`src/rtl/btn_scan_pkg.sv`:
```
// Shared types and width helpers for the button scan controller.
// The FSM state enum and counter-width functions live here so both modules agree.
package btn_scan_pkg;

  typedef enum logic [1:0] {
    DISCH  = 2'd0,
    SETTLE = 2'd1,
    SAMPLE = 2'd2,
    WAIT   = 2'd3
  } scan_state_e;

  // Phase counter width; never narrower than one bit.
  function automatic int phase_width(input int scan_period);
    return (scan_period < 2) ? 1 : $clog2(scan_period);
  endfunction

  // Debounce counter width: one spare bit so DB_SCANS=1 still gets a valid counter.
  function automatic int db_width(input int db_scans);
    return $clog2(db_scans) + 1;
  endfunction

endpackage

```
`src/rtl/btn_debounce.sv`:
```
// Single-button debouncer: counts consecutive differing scans, then commits the
// new level and emits one-cycle press/release pulses the cycle after the change.
module btn_debounce
  import btn_scan_pkg::*;
#(
  parameter int DB_SCANS = 4
) (
  input  logic clk,
  input  logic rst,
  input  logic eval,
  input  logic raw,
  output logic state,
  output logic press,
  output logic rel
);

  localparam int CW = db_width(DB_SCANS);
  localparam logic [CW-1:0] CNT_LAST = CW'(DB_SCANS - 1);
  localparam logic [CW-1:0] CNT_ONE  = CW'(1);

  logic [CW-1:0] cnt;
  logic          state_prev;

  always_ff @(posedge clk) begin
    if (rst) begin
      cnt        <= '0;
      state      <= 1'b0;
      state_prev <= 1'b0;
      press      <= 1'b0;
      rel        <= 1'b0;
    end else begin
      state_prev <= state;
      press      <= state & ~state_prev;
      rel        <= ~state & state_prev;
      if (eval) begin
        if (raw == state) begin
          cnt <= '0;
        end else if (cnt == CNT_LAST) begin
          state <= raw;
          cnt   <= '0;
        end else begin
          cnt <= cnt + CNT_ONE;
        end
      end
    end
  end

endmodule

```
`src/rtl/btn_scan_ctrl.sv`:
```
// Scan controller for shared bidirectional button pads: discharge, settle,
// sample and wait phases per scan, per-button debounce and LED toggles.
module btn_scan_ctrl
  import btn_scan_pkg::*;
#(
  parameter int N_BTN         = 4,
  parameter int DISCH_CYCLES  = 16,
  parameter int SETTLE_CYCLES = 64,
  parameter int SCAN_PERIOD   = 65536,
  parameter int DB_SCANS      = 4
) (
  input  logic             clk,
  input  logic             rst,
  input  logic [N_BTN-1:0] btn_in,
  output logic             btn_oe,
  input  logic             led_clr,
  output logic [N_BTN-1:0] btn_state,
  output logic [N_BTN-1:0] btn_press,
  output logic [N_BTN-1:0] btn_release,
  output logic [N_BTN-1:0] led,
  output logic             scan_tick
);

  localparam int PW = phase_width(SCAN_PERIOD);
  localparam logic [PW-1:0] DISCH_LAST  = PW'(DISCH_CYCLES - 1);
  localparam logic [PW-1:0] SETTLE_LAST = PW'(SETTLE_CYCLES - 1);
  localparam logic [PW-1:0] WAIT_LAST   = PW'(SCAN_PERIOD - DISCH_CYCLES - SETTLE_CYCLES - 2);
  localparam logic [PW-1:0] PH_ONE      = PW'(1);

  scan_state_e      state, state_next;
  logic [PW-1:0]    phase;
  logic [N_BTN-1:0] sync_a, sync_b;
  logic [N_BTN-1:0] raw;
  logic             eval;

  always_ff @(posedge clk) begin
    if (rst) begin
      state  <= DISCH;
      phase  <= '0;
      btn_oe <= 1'b1;
    end else begin
      state  <= state_next;
      phase  <= (state_next != state) ? '0 : phase + PH_ONE;
      // Decoded from the next state so the pad drive flips on exact phase boundaries.
      btn_oe <= (state_next == DISCH);
    end
  end

  always_comb begin
    state_next = state;
    case (state)
      DISCH:   if (phase == DISCH_LAST)  state_next = SETTLE;
      SETTLE:  if (phase == SETTLE_LAST) state_next = SAMPLE;
      SAMPLE:  state_next = WAIT;
      WAIT:    if (phase == WAIT_LAST)   state_next = DISCH;
      default: state_next = DISCH;
    endcase
  end

  // Pads are active-low: a pressed button holds its pad at 0 after release.
  always_ff @(posedge clk) begin
    if (rst) begin
      sync_a    <= '0;
      sync_b    <= '0;
      raw       <= '0;
      eval      <= 1'b0;
      scan_tick <= 1'b0;
    end else begin
      sync_a    <= btn_in;
      sync_b    <= sync_a;
      eval      <= (state == SAMPLE);
      scan_tick <= eval;
      if (state == SAMPLE) raw <= ~sync_b;
    end
  end

  for (genvar i = 0; i < N_BTN; i++) begin : g_db
    btn_debounce #(
      .DB_SCANS(DB_SCANS)
    ) u_db (
      .clk   (clk),
      .rst   (rst),
      .eval  (eval),
      .raw   (raw[i]),
      .state (btn_state[i]),
      .press (btn_press[i]),
      .rel   (btn_release[i])
    );
  end

  always_ff @(posedge clk) begin
    if (rst || led_clr) begin
      led <= '0;
    end else begin
      led <= led ^ btn_press;
    end
  end

endmodule

```
`config.mk`:
```
export PLATFORM = sky130hd
export DESIGN_NAME = btn_scan_ctrl
export DESIGN_NICKNAME = d
export VERILOG_FILES = /design/src/rtl/btn_scan_pkg.sv /design/src/rtl/btn_debounce.sv /design/src/rtl/btn_scan_ctrl.sv
export SDC_FILE = /design/constraint.sdc
export NUM_CORES = 1
export LEC_CHECK = 0
export CAP_MARGIN = 40
export CORE_ASPECT_RATIO = 1.75
export CORE_MARGIN = 3
export CORE_UTILIZATION = 50
export CTS_CLUSTER_DIAMETER = 150
export DETAILED_ROUTE_END_ITERATION = 6
export PLACE_DENSITY = 0.69
export SETUP_SLACK_MARGIN = 0.4
export SYNTH_ARGS = -nofsm -noshare
export SYNTH_HDL_FRONTEND = slang
export SYNTH_SLANG_ARGS = --single-unit
```
`constraint.sdc`:
```
create_clock -name clk -period 3.39 [get_ports clk]
set_input_delay 0.5085 -clock clk [delete_from_list [all_inputs] [get_ports clk]]
set_output_delay 0.5085 -clock clk [all_outputs]
set_load 0.05 [all_outputs]
```
==> results.json <==
{
  "status": "complete, no violations",
  "switching_share": 0.214,
  "drt-vias-per-instance": 5.37,
  "die_h_um": 104,
  "crit-reg2reg-launch": "phase[9]",
  "seqPwrFrac": 0.547,
  "rows": 35,
  "whs_endpoint": "g_db[0].u_db.press",
  "overflow": 0,
  "htree_levels": 3,
  "setup_violations": 0,
  "cts_setup_buffers": 0,
  "die_w_um": 61.8,
  "hold_class": "flip-flop to flip-flop",
  "cp_max_fo": 5,
  "drv_cap": 0,
  "path_delay_family": "buffers and inverters",
  "cts_buffers": 9,
  "cts.sinks": 65,
  "grt_pass1_wl_mm": 7.76,
  "start_util": 0.519,
  "synth_cell_types": 43,
  "gp_congestion": 0.810,
  "antenna_found_initial": 0,
  "finalMaxSlewViolations": 0,
  "wl_per_cell_um": 13.1,
  "num_antenna_cells": 0,
  "ant_nets": 0,
  "ys_warn_count": 0,
  "track_usage": 0.162,
  "path_cells": "clkdlybuf4s50_1",
  "switchingPower_w": 0.000304,
  "whs_path_depth": 1,
  "fmax_mhz": 467,
  "holdWs_ns": 0.399,
  "synth_edf_count": 0,
  "cp.required_ns": 2.88,
  "hp-start": "g_db[0].u_db.state_prev",
  "start_kind": "flip-flop",
  "num-nets-final": 300,
  "cpPeakStageDelay_ns": 0.85,
  "clkLatencyLatePin_ns": 0.33,
  "ctsHoldBuffers": 0,
  "fin_ws_ns": 1.25,
  "hold_violations": 0,
  "place_ws_ns": 1.35,
  "dp.final_hpwl_mm": 3.22,
  "dr_total_vias": 1859,
  "path_clk_slew_ns": 0.07,
  "clockPowerShare": 0.430,
  "critPathSlowestCell": "clkdlybuf4s50_1",
  "port_buffers": 24,
  "p_int_w": 0.00112,
  "area_growth_pct": 13.1,
  "reg2reg_depth": 4,
  "clockBufferDepth": 2,
  "critPathBufInv": 1,
  "cts-root-buf": "clkbuf_8",
  "fin_skew_ns": 0.00695,
  "tightestPinTransition_ns": 0.678,
  "ys_seq_area_frac": 0.477,
  "syn_inst": 273,
  "synth_area_mm2": 0.00273,
  "min_period_ns": 2.14,
  "grt_max_degree": 41,
  "first_pass_iters": 4,
  "fin_tns_setup_ns": 0,
  "crit_type": "flip-flop to primary output",
  "wl_mm": 4.53,
  "syn_nets": 286,
  "drc_errors": 0,
  "cts_tree": "done",
  "fp.dieArea_mm2": 0.00641,
  "arrival_ns": 1.63,
  "synth-seq-cells": 65,
  "ir_worst_vdd_mv": 0.250,
  "synthFlopType": "dfxtp_1",
  "avgSynthCellArea_um2": 9.99,
  "layout-drive-gt1-share": 0.137,
  "r2r-end": "phase[15]",
  "slew_headroom": 0.547,
  "power_density_mw_per_mm2": 460,
  "worst_setup_path_end_kind": "primary output",
  "grt_pass1_vias": 1824,
  "cts-resized-gates": 0,
  "period_share": 0.632,
  "async_flop_share": 0,
  "reg2reg_setup_slack_ns": 1.35,
  "rsz0062_at_grt": "no",
  "combinationalPowerShare": 0.024,
  "p_leak_nw": 1.12,
  "drtIter0Drc": 42,
  "core_area_mm2": 0.00526,
  "ioPinCount": 25
}
==> through the flow <==
stage / area [um^2] / std cells / util / total power [W]
3_5_place_dp: 2900 / 331 / 0.552 / 0.000828
3_3_place_gp: 2900 / 331 / 0.552 / 0.000828
5_1_grt: 3080 / 346 / 0.587 / 0.00149
2_1_floorplan: 2730 / 273 / - / 0.000816
4_1_cts: 3080 / 346 / 0.587 / 0.00144
6_report: 3080 / 346 / 0.587 / 0.00142
==> cells by family after synthesis <==
family,Yosys count,synth area share
xor gates and xnor gates,19,0.0610
DFF,65,0.477
adders and majority gates,6,0.0275
buffers and inverters,31,0.0647
AOI/OAI and AO/OA,39,0.103
muxes,8,0.0312
and+or+nand+nor,105,0.235
==> flip-flops by register name, summed over array words and instances (netlist names) <==
signal	cells
g_db.u_db.state_prev	4
g_db.u_db.cnt	12
sync_b	4
led	4
g_db.u_db.press	4
eval	1
sync_a	4
state	2
scan_tick	1
g_db.u_db.rel	4
g_db.u_db.state	4
raw	4
btn_oe	1
phase	16
==> worst max-delay path by stage <==
stage / endpoint / depth (start not counted) / start
detailed placement: phase[15] / 4 / phase[9]
global placement: g_db[1].u_db.press / 4 / rst
CTS: btn_state[3] / 1 / g_db[3].u_db.state
floorplan: phase[10] / 5 / phase[7]
global route: btn_state[3] / 1 / g_db[3].u_db.state
finish: btn_state[3] / 1 / g_db[3].u_db.state
==> cells in the mapped netlist, types with 2 or more instances <==
master	n	area [um^2]
dfxtp_1	65	1300
nor2b_1	20	125
nor2_1	17	63.8
buf_4	12	90.1
xnor2_1	11	96.3
a21oi_2	10	87.6
nand2_1	10	37.5
inv_1	9	33.8
a21oi_1	8	40.0
clkbuf_1	8	30.0
nand2b_1	8	50.1
xor2_1	8	70.1
ha_1	6	75.1
nand3_1	6	30.0
nand4_1	6	37.5
o21ai_0	6	30.0
or3_1	5	31.3
a211oi_1	4	30.0
and3b_1	4	35.0
mux2_2	4	45.0
mux2i_1	4	40.0
nand3b_1	4	30.0
nor3_1	4	20.0
nor3b_1	4	30.0
nor4_1	4	25.0
a22oi_1	3	22.5
or4_1	3	22.5
buf_6	2	22.5
nand4b_1	2	17.5
or2_2	2	12.5
or4_4	2	22.5
==> worst reg2reg max path, delay by kind of cell, from the launching register on <==
kind | cells | cell delay (ns)
AND/OR/NAND/NOR | 2 | 0.80
AO/OA/AOI/OAI | 2 | 0.68
flip-flops | 1 | 0.42
==> cell type report <==
class,count,area (um^2)
clock inverters,6,60.1
repair buffers,25,248
well taps,55,68.8
clock buffers,9,124
flip-flops and latches,65,1300
inverters,9,33.8
multi-input cells,177,1250
fillers,444,2170
==> routing by layer <==
layer / GRT usage / share of wire / up-vias
met3: 0.0536 / 0.033 / 11
met4: 0.0865 / 0.030 / 0
met1: 0.160 / 0.39 / 860
li1: - / - / 960
met2: 0.277 / 0.54 / 28
met5: 0 / 0 / -
==> power groups by stage <==
stage                     Combinational [W]  Clock (W)  Sequential [W]
final                             0.0000337   0.000610        0.000776
after global routing              0.0000383   0.000672        0.000776
after CTS                         0.0000343   0.000634        0.000776
after detailed placement          0.0000342          0        0.000793
after global placement            0.0000346          0        0.000793
after floorplan                   0.0000233          0        0.000792
==> cell usage in the layout (no fill, tap or decap), drive strengths merged, types with 2 or more instances in the layout <==
master         Yosys  routed
o21ai              8       8
nand4              7       7
xor2               8       8
dfxtp             65      65
nand3              7       7
nand2b             8       8
nor2b             20      20
xnor2             11      11
or4                5       5
nor2              17      17
a22oi              3       3
nand3b             4       4
a211oi             4       4
clkinv             0       3
clkdlybuf4s50      0      24
nand2             10      10
ha                 6       6
mux2               4       4
nor3               4       4
a21oi             18      18
or2                2       2
mux2i              4       4
or3                5       5
inv                9       9
nor4               5       5
and3b              4       4
clkinvlp           0       2
clkbuf             8       9
nand4b             2       2
nor3b              4       4
Power figures use the tool's default switching activity.
==> patch (same flow settings) <==
`DB_SCANS` is set to 4 in 2 places; all go to 3.
--- a/src/rtl/btn_debounce.sv
+++ b/src/rtl/btn_debounce.sv
@@ -4,5 +4,5 @@
   import btn_scan_pkg::*;
 #(
-  parameter int DB_SCANS = 4
+  parameter int DB_SCANS = 3
 ) (
   input  logic clk,
--- a/src/rtl/btn_scan_ctrl.sv
+++ b/src/rtl/btn_scan_ctrl.sv
@@ -8,5 +8,5 @@
   parameter int SETTLE_CYCLES = 64,
   parameter int SCAN_PERIOD   = 65536,
-  parameter int DB_SCANS      = 4
+  parameter int DB_SCANS      = 3
 ) (
   input  logic             clk,
Function: same outputs for any inputs over 10 cycles, from zero or initial values and one cycle with rst high; that may be too few to reach the edited logic, so the function may still have changed.
==> patch against the unedited design <==
Final area fell by 1.9%; worst hold slack improved by 0.0079 ns; global-route usage fell by 0.15 points; clock power rose by 7.0%; sequential cell count did not move; routed wire length fell by 3.9%; area after synthesis fell by 3.5%; cell count rose by 3.2%; critical path depth did not move; sequential share of layout area rose by 0.84 points; setup slack improved by 0.0076 ns; total power rose by 2.7%; utilization rose by 1.6 points.
==> patch: results (changes against the unedited design) <==
| Metric | Value |
|---|---|
| Delay-heaviest family, CP | `buffers and inverters` |
| Total track usage | `16.0% (-0.15 points)` |
| R2R setup slack | `1.36 ns` |
| # Post-CTS Setup Buffers | `0 (unchanged)` |
| Worst vdd ir | `0.364 mV (+45%)` |
| Worst Hold Path Cells | `1 (unchanged)` |
| CTS Buf Count | `9 (unchanged)` |
| Max stage delay cell, worst path | `clkdlybuf4s50_1` |
| YS warnings | `0 (unchanged)` |
| Detail Placement HPWL | `3.05 mm (-5.2%)` |
| Worst hold path startpoint | `g_db[1].u_db.state_prev` |
| Post-CTS sizing | `0 (unchanged)` |
| # nets final | `307 (+2.3%)` |
| FF-to-FF End | `phase[9]` |
| FILL cells | `435 (-2.0%)` |
| Critical path's largest stage delay | `0.85 ns (about the same)` |
| Net count after synthesis | `292 (+2.1%)` |
| Die width | `60.8 um (-1.6%)` |
| Initial antenna violation count | `0 (unchanged)` |
| Vias | `1860 (+0.054%)` |
| Layout cells sized above 1 | `8.25% (-5.5 points)` |
| Critical path origin | `g_db[2].u_db.state` |
| Largest regs | `phase: 16 flops, g_db.u_db.cnt: 12 flops` |
| Pint | `1.15 mW (+2.5%)` |
| Max-slew headroom | `56.1% (+1.4 points)` |
| Max Root-Sink Buffers | `2 (unchanged)` |
| Worst Path Arrival | `1.63 ns (about the same)` |
| Remaining global-route overflow | `0 (unchanged)` |
| Violation count after the first detailed-routing iteration | `78 (+86%)` |
| Clock Skews | `0.00507 ns (-0.00188 ns)` |
| Top cells by count, synth | `dfxtp_1 (65), nor2_1 (41), nor2b_1 (23)` |
| WHS | `0.407 ns (+0.00785 ns)` |
| Pin count of the biggest net entering global routing | `21 (-49%)` |
| Placer congestion estimate | `0.808 (-0.25%)` |
| Worst reg2reg path depth | `5 (+1)` |
| Number of global-route vias before repair | `1714 (-6.0%)` |
| Wire per inst | `12.2 um (-6.8%)` |
| Distinct cell type count after synthesis | `39 (-9.3%)` |
| WHS Endpoint | `g_db[1].u_db.press` |
| P_leak | `1.04 nW (-7.5%)` |
| RR Startpoint | `phase[8]` |
| Sequential area share after synthesis | `49.5% (+1.7 points)` |
| Status | `complete, no violations` |
| First-pass GRT wire length | `7.28 mm (-6.1%)` |
| Top post-synthesis cells by area | `dfxtp_1 (49%), nor2_1 (5.8%), nor2b_1 (5.5%), xnor2_1 (4.3%), buf_4 (3.4%)` |
## patch: changes by cell type in the layout (fill, tap and decap cells not counted), sizes merged, moves of 5 or more
cell,unedited run,this run
nand2b,8,3
nor2,17,41
nor3,4,10
nand2,10,19
a21oi,18,11
or3,5,0
## patch: how the worst max path moves through the flow
stage / endpoint / slack (ns) / cells after the start
2_1_floorplan: phase[2] / 1.61 / 6
3_3_place_gp: phase[10] / 1.17 / 4
3_5_place_dp: phase[10] / 1.14 / 4
4_1_cts: btn_state[2] / 1.21 / 1
5_1_grt: btn_state[2] / 1.18 / 1
6_report: btn_state[2] / 1.26 / 1
## patch: worst register-to-register path, stage by stage (launching register included)
cell and delay (ns):
dfxtp_1 0.42, and4_4 0.28, nand3_2 0.10, o41ai_2 0.60, a2bb2oi_4 0.41, nor2_1 0.10
## patch: cell families after synthesis
family	Yosys count	share of synthesized area (%)
multiplexers	4	1.52
AO/OA/AOI/OAI	30	8.42
AND/OR/NAND/NOR	131	26.0
XOR/XNOR	23	7.66
flip-flops	65	49.5
adder cells (fa/ha/maj)	2	0.951
buffers and inverters	28	5.99
## patch: stage by stage
stage | cells | utilization (%) | setup WS [ns] | area (um2)
after floorplan | 283 | - | 1.61 | 2630
after global placement | 341 | 56.2 | 1.17 | 2820
after detailed placement | 341 | 56.2 | 1.14 | 2820
after CTS | 357 | 60.2 | 1.21 | 3020
after global routing | 357 | 60.2 | 1.18 | 3020
final | 357 | 60.2 | 1.26 | 3020
## patch: per-layer routing
layer	track usage, %	routed length [um]	up-vias
met5	0	0	-
met4	11.2	154	0
met3	5.69	130	15
met2	26.0	2210	31
met1	16.6	1850	844
li1	-	-	970
## patch: layout make-up
type	instances	area [um2]	share of cell area, %
Clock buffer	10	138	4.55
Clock inverter	6	67.6	2.23
Inverter	6	22.5	0.745
Multi-Input combinational cell	190	1170	38.8
Sequential cell	65	1300	43.0
Tap cell	54	67.6	2.23
Timing Repair Buffer	26	255	8.44
## patch: power groups by stage
stage / Clock (mW) / Combinational [mW] / Sequential [mW]
finish: 0.653 / 0.0307 / 0.776
CTS: 0.679 / 0.0309 / 0.776
floorplan: 0 / 0.0213 / 0.791
global route: 0.703 / 0.0348 / 0.777
detailed placement: 0 / 0.0309 / 0.794
global placement: 0 / 0.0306 / 0.793
